==> src/rtl/mem_arbiter.sv <==
// Arbitrates one single-ported RAM between instruction fetch and data access.
// Data has priority, bounded by a starvation guard; a watchdog aborts stalled accesses.
//
//   state | meaning
//   IDLE  | no access in flight, arbitrate pending requests
//   IACC  | instruction read in flight, waiting for ram_ready
//   DACC  | data read/write in flight, waiting for ram_ready
module mem_arbiter #(
  parameter int ADDR_W      = 32,
  parameter int DATA_W      = 32,
  parameter int MAX_DSTREAK = 4,
  parameter int TIMEOUT     = 15
) (
  input  logic              CLK,
  input  logic              RST,
  input  logic              iren,
  input  logic [ADDR_W-1:0] iaddr,
  output logic              ihit,
  output logic [DATA_W-1:0] iload,
  input  logic              dren,
  input  logic              dwen,
  input  logic [ADDR_W-1:0] daddr,
  input  logic [DATA_W-1:0] dstore,
  output logic              dhit,
  output logic [DATA_W-1:0] dload,
  output logic              ram_ren,
  output logic              ram_wen,
  output logic [ADDR_W-1:0] ram_addr,
  output logic [DATA_W-1:0] ram_store,
  input  logic [DATA_W-1:0] ram_load,
  input  logic              ram_ready,
  output logic              timeout_err
);

  localparam int WC_W = (TIMEOUT < 1) ? 1 : $clog2(TIMEOUT + 1);
  localparam int SK_W = (MAX_DSTREAK < 1) ? 1 : $clog2(MAX_DSTREAK + 1);
  localparam logic [WC_W-1:0] WC_LOAD = WC_W'(TIMEOUT);
  localparam logic [SK_W-1:0] SK_MAX  = SK_W'(MAX_DSTREAK);

  typedef enum logic [1:0] {IDLE, IACC, DACC} state_t;

  state_t            state, state_n;
  logic [SK_W-1:0]   dstreak;
  logic [WC_W-1:0]   wait_cnt;
  logic [ADDR_W-1:0] lat_addr;
  logic [DATA_W-1:0] lat_data;
  logic              lat_wr;

  logic d_req, force_i, wait_tc;
  logic grant_i, grant_d, streak_inc, streak_clr;

  assign d_req   = dren | dwen;
  assign force_i = iren && (dstreak == SK_MAX);
  // Watchdog runs down from TIMEOUT; terminal count is the abort cycle.
  assign wait_tc = (wait_cnt == '0);

  always_comb begin
    state_n     = state;
    grant_i     = 1'b0;
    grant_d     = 1'b0;
    streak_inc  = 1'b0;
    streak_clr  = 1'b0;
    ihit        = 1'b0;
    iload       = '0;
    dhit        = 1'b0;
    dload       = '0;
    ram_ren     = 1'b0;
    ram_wen     = 1'b0;
    ram_addr    = '0;
    ram_store   = '0;
    timeout_err = 1'b0;

    case (state)
      IDLE: begin
        if (!iren) streak_clr = 1'b1;
        if (d_req && !force_i) begin
          grant_d = 1'b1;
          state_n = DACC;
        end else if (iren) begin
          grant_i = 1'b1;
          state_n = IACC;
        end
      end

      IACC: begin
        ram_ren  = 1'b1;
        ram_addr = lat_addr;
        if (ram_ready) begin
          ihit       = 1'b1;
          iload      = ram_load;
          streak_clr = 1'b1;
          state_n    = IDLE;
        end else if (wait_tc) begin
          timeout_err = 1'b1;
          state_n     = IDLE;
        end else if (!iren) begin
          state_n = IDLE;
        end
      end

      DACC: begin
        ram_ren   = !lat_wr;
        ram_wen   = lat_wr;
        ram_addr  = lat_addr;
        ram_store = lat_data;
        if (ram_ready) begin
          dhit = 1'b1;
          if (!lat_wr) dload = ram_load;
          if (iren) streak_inc = 1'b1;
          state_n = IDLE;
        end else if (wait_tc) begin
          timeout_err = 1'b1;
          state_n     = IDLE;
        end else if (!d_req) begin
          state_n = IDLE;
        end
      end

      default: state_n = IDLE;
    endcase
  end

  always_ff @(posedge CLK or posedge RST) begin
    if (RST) begin
      state    <= IDLE;
      dstreak  <= '0;
      wait_cnt <= '0;
      lat_addr <= '0;
      lat_data <= '0;
      lat_wr   <= 1'b0;
    end else begin
      state <= state_n;

      if (grant_d) begin
        lat_addr <= daddr;
        lat_data <= dstore;
        lat_wr   <= dwen;
      end else if (grant_i) begin
        lat_addr <= iaddr;
      end

      if (grant_d || grant_i) begin
        wait_cnt <= WC_LOAD;
      end else if (state != IDLE && !wait_tc) begin
        wait_cnt <= wait_cnt - 1'b1;
      end

      if (streak_clr) begin
        dstreak <= '0;
      end else if (streak_inc && dstreak != SK_MAX) begin
        dstreak <= dstreak + 1'b1;
      end
    end
  end

endmodule

==> config.mk <==
export PLATFORM = sky130hd
export DESIGN_NAME = mem_arbiter
export DESIGN_NICKNAME = d
export VERILOG_FILES = /design/src/rtl/mem_arbiter.sv
export SDC_FILE = /design/constraint.sdc
export NUM_CORES = 1
export LEC_CHECK = 0
export CELL_PAD_IN_SITES_DETAIL_PLACEMENT = 1
export CELL_PAD_IN_SITES_GLOBAL_PLACEMENT = 2
export CORE_UTILIZATION = 19
export DETAILED_ROUTE_END_ITERATION = 8
export PLACE_DENSITY_LB_ADDON = 0.05
export SYNTH_ARGS = -nofsm -noshare
export SYNTH_HDL_FRONTEND = slang
export SYNTH_SLANG_ARGS = --single-unit
==> constraint.sdc <==
create_clock -name CLK -period 2 [get_ports CLK]
set_clock_uncertainty 0.1 [all_clocks]
set_input_delay 0.2 -clock CLK [delete_from_list [all_inputs] [get_ports CLK]]
set_output_delay 0.2 -clock CLK [all_outputs]
set_load 0.05 [all_outputs]
==> results by group <==
Route
  – Drt drc: 0
  – Drt total wl: ~20,000 um
  – Drt first-iter violations: 139
  – DR WL/cell: 18.5 um
  – Via density: 4.34
  – Post-route ant nets: 0
  – Via count: between 4,000 and 5,000
  – TritonRoute pass-1 iters: 4

Worst setup path
  – Slowest cell on crit path: dfrtp_1
  – WP data arrival: 1.82 ns
  – CP Launch Type: register
  – CP max FO: 16
  – CP Data Required Time: 1.70 ns
  – Crit path cell chain: inv_2 -> ha_2 -> and2_4 -> and2b_4 -> buf_12 -> and2_2 -> buf_12
  – Critical setup path kind: reg -> out
  – Slowest stage delay, CP: 0.40 ns
  – Critical Path End Type: output pin
  – Most frequent CP cell: buf_12

Power
  – Sw Ratio: 41.6%
  – Pwr per Cell Area: 1510 nW/um^2
  – Clock Power Share: 12.0%
  – Sequential power share: 17.5%
  – Peak supply drop: 836 uV
  – P_int: 0.00872 W
  – Sw power: 0.00621 W
  – Leak: about 4.2 nW
  – Logic pwr share: 70.5%

Cells and area
  – Share of layout cells above drive strength 1: 45.6%
  – # diodes: 0
  – Design Area, Final: 9880 sq um
  – Fill cells: 2,425
  – Finished Layout Cells: 1,061
  – Nets: 883
  – Area Growth Syn to Fin: 121%

Timing
  – Finish-stage setup viols: 87
  – Final WS setup: -0.119 ns
  – Worst slew pin tran: 0.509 ns
  – Fin crit share: 106%
  – Fmax achieved: 0.472 GHz
  – Tmin final: 2.12 ns
  – Slew Viols, Final: 0
  – Final hold viol count: 0
  – RSZ-0062 raised after global routing: yes
  – Rel. slew slack: 65.6%

Yosys
  – Ys async rst share: 100%
  – Mean Syn Cell Area: ~9.5 sq um
  – Synth top area cells: dfrtp_1 41%, and2_1 14%, mux2_4 9.7%
  – Cell variety after synth: 36
  – Register area share after synthesis: 41.4%
  – Ys flop type: dfrtp_1
  – Top-area cell type share of the netlist area: slightly above 40%
  – Yosys warnings: 0
  – Syn nets: 612
  – Number of flops mapped to enable cells by yosys: 0
  – Largest area contributor in the netlist: dfrtp_1
  – Post-Synthesis Cells: approximately 470
  – Synthesized flop and latch total: 74
  – Synth Cell Area: 4470 sq um

Clock network
  – TritonCTS buffer count: 9
  – Htree depth: 3
  – # hold bufs at CTS: 0
  – Clock Path Buffers: 2
  – Clock Latency Late Sink: between 0.3 and 0.4 ns
  – Root Driver: clkbuf_16
  – CTS tree: yes
  – Clk slew on worst S/H paths: about 0.060 ns
  – CTS sink count: 74

Die
  – Die area: 24,200 sq um
  – Die width: 155 um
  – Starting Density: roughly a fifth
  – CORE AREA: 22,800 sq um
  – Die Y: roughly 160 um
  – Rows: 55
  – Ports: approximately 270

Placement
  – Placed cells: 1,029
  – Pre-CTS WS: approximately 0.047 ns
  – DP Wirelength: 13,400 um
  – DP Area: 9010 sq um
  – PortBufs: 266
  – Final GP Congestion: 0.738

Outcome
  – Status: complete, but fails checks
  – Failing checks: negative setup slack

Global route
  – M2 GR Usage: between 20 and 30%
  – Initial antenna violation count: 0
  – GRT Total Usage: roughly 16%
  – Largest net degree at the start of global routing: 75
  – First-pass GRT wire length: 29,900 um
  – GRT busiest layer: met2
  – GRT met1 Usage: 18.9%
  – Met3 global-route usage: under 10%
  – Number of global-route vias before repair: 5,015
  – GRT overflow: 0

Run
  – Max cap viols: 0

Worst hold path
  – Worst hold path type: in -> async
repair_timing:
item	4_1_cts	5_1_grt
setup endpoints to repair	66	129
setup buffers	10	2
pin swaps	18	5
gates resized for setup	73	40
cloned	5	1
stage by stage:
stage	hold slack (ns)	power, W	util [%]	TNS [ns]
floorplan	0.249	0.00744	-	-0.415
detailed placement	0.362	0.0120	39.4	0
global placement	0.352	0.0118	39.4	0
global route	0.266	0.0157	43.3	-12.53
CTS	0.263	0.0151	42.7	-6.94
finish	0.241	0.0149	43.3	-5.63
power by group through the flow:
| stage | clock network (W) | registers, W | logic, W |
|---|---|---|---|
| 6_report | 0.00180 | 0.00261 | 0.0105 |
| 5_1_grt | 0.00191 | 0.00271 | 0.0111 |
| 4_1_cts | 0.00186 | 0.00260 | 0.0106 |
| 3_5_place_dp | 0 | 0.00258 | 0.00938 |
| 3_3_place_gp | 0 | 0.00254 | 0.00927 |
| 2_1_floorplan | 0 | 0.00246 | 0.00498 |
kinds of logic after synthesis:
group,count (synthesis),share of synthesized area (%)
simple gates,219,28.0
compound gates,86,12.5
fa+ha+maj,6,1.68
mux,34,11.0
buf+inv,53,5.45
flops,74,41.4
layout make-up:
class                   instances  area, sq um  share of cell area (%)
repair buffers                302         4550                    46.1
multi-input cells             345         2720                    27.5
flip-flops and latches         74         1850                    18.7
well taps                     313          392                    3.96
clock buffers                  10          229                    2.32
clock inverters                 6         90.1                   0.912
inverters                      11         47.5                   0.481
cells in the mapped netlist (2+ instances only):
cell,count
o211ai_1,3
o2111ai_1,2
or3_1,3
o21ai_0,5
nor2_1,2
clkbuf_1,25
dfrtp_1,74
and3_1,34
buf_2,12
nor3_1,32
o311ai_0,2
o21a_1,3
nand3_1,2
mux2_2,4
buf_4,2
inv_1,11
and2_1,101
ha_1,6
mux2_4,29
o31ai_1,33
or3b_2,2
a21oi_1,35
nand2_1,35
buf_6,3
registers in the layout, summed over array words and instances, names as in the netlist:
register / cells
lat_addr: 32
lat_data: 32
wait_cnt: 4
dstreak: 3
state: 2
lat_wr: 1
per-layer routing:
metal | vias up | part of all wire (%)
li1 | 2169 | -
met1 | 2268 | 41
met2 | 153 | 52
met3 | 11 | 5.9
met4 | 0 | 0.97
met5 | - | 0
critical path, delay by kind of cell, from the launching register on:
kind / cells / cell delay [ns]
DFF: 1 / 0.40
buffers and inverters: 3 / 0.35
and+or+nand+nor: 3 / 0.55
adders and majority gates: 1 / 0.19
cell usage in the layout, fill, tap and decap left out, drive strengths merged, types with 11 or more instances in the layout:
| master | Yosys | routed |
|---|---|---|
| a21oi | 35 | 35 |
| and2 | 101 | 101 |
| and3 | 34 | 34 |
| buf | 17 | 168 |
| clkbuf | 25 | 11 |
| clkdlybuf4s50 | 0 | 133 |
| dfrtp | 74 | 74 |
| inv | 11 | 11 |
| mux2 | 33 | 33 |
| nand2 | 36 | 36 |
| nor3 | 32 | 32 |
| o31ai | 34 | 34 |
final timing paths:
kind | end | depth (start not counted) | slack (ns) | startpoint
worst max register to register | state[0] | 7 | 0.15 | state[0]
worst min-delay path | lat_data[9] | 3 | 0.24 | RST
worst max-delay path | dload[31] | 7 | -0.12 | state[0]
min in group CLK | lat_data[19] | 2 | 0.37 | dstore[19]
max in group asynchronous | dstreak[2] | 3 | 1.20 | RST
worst min register to register | lat_addr[10] | 2 | 0.38 | lat_addr[10]
Note: power is estimated with default switching activity, not from simulation.
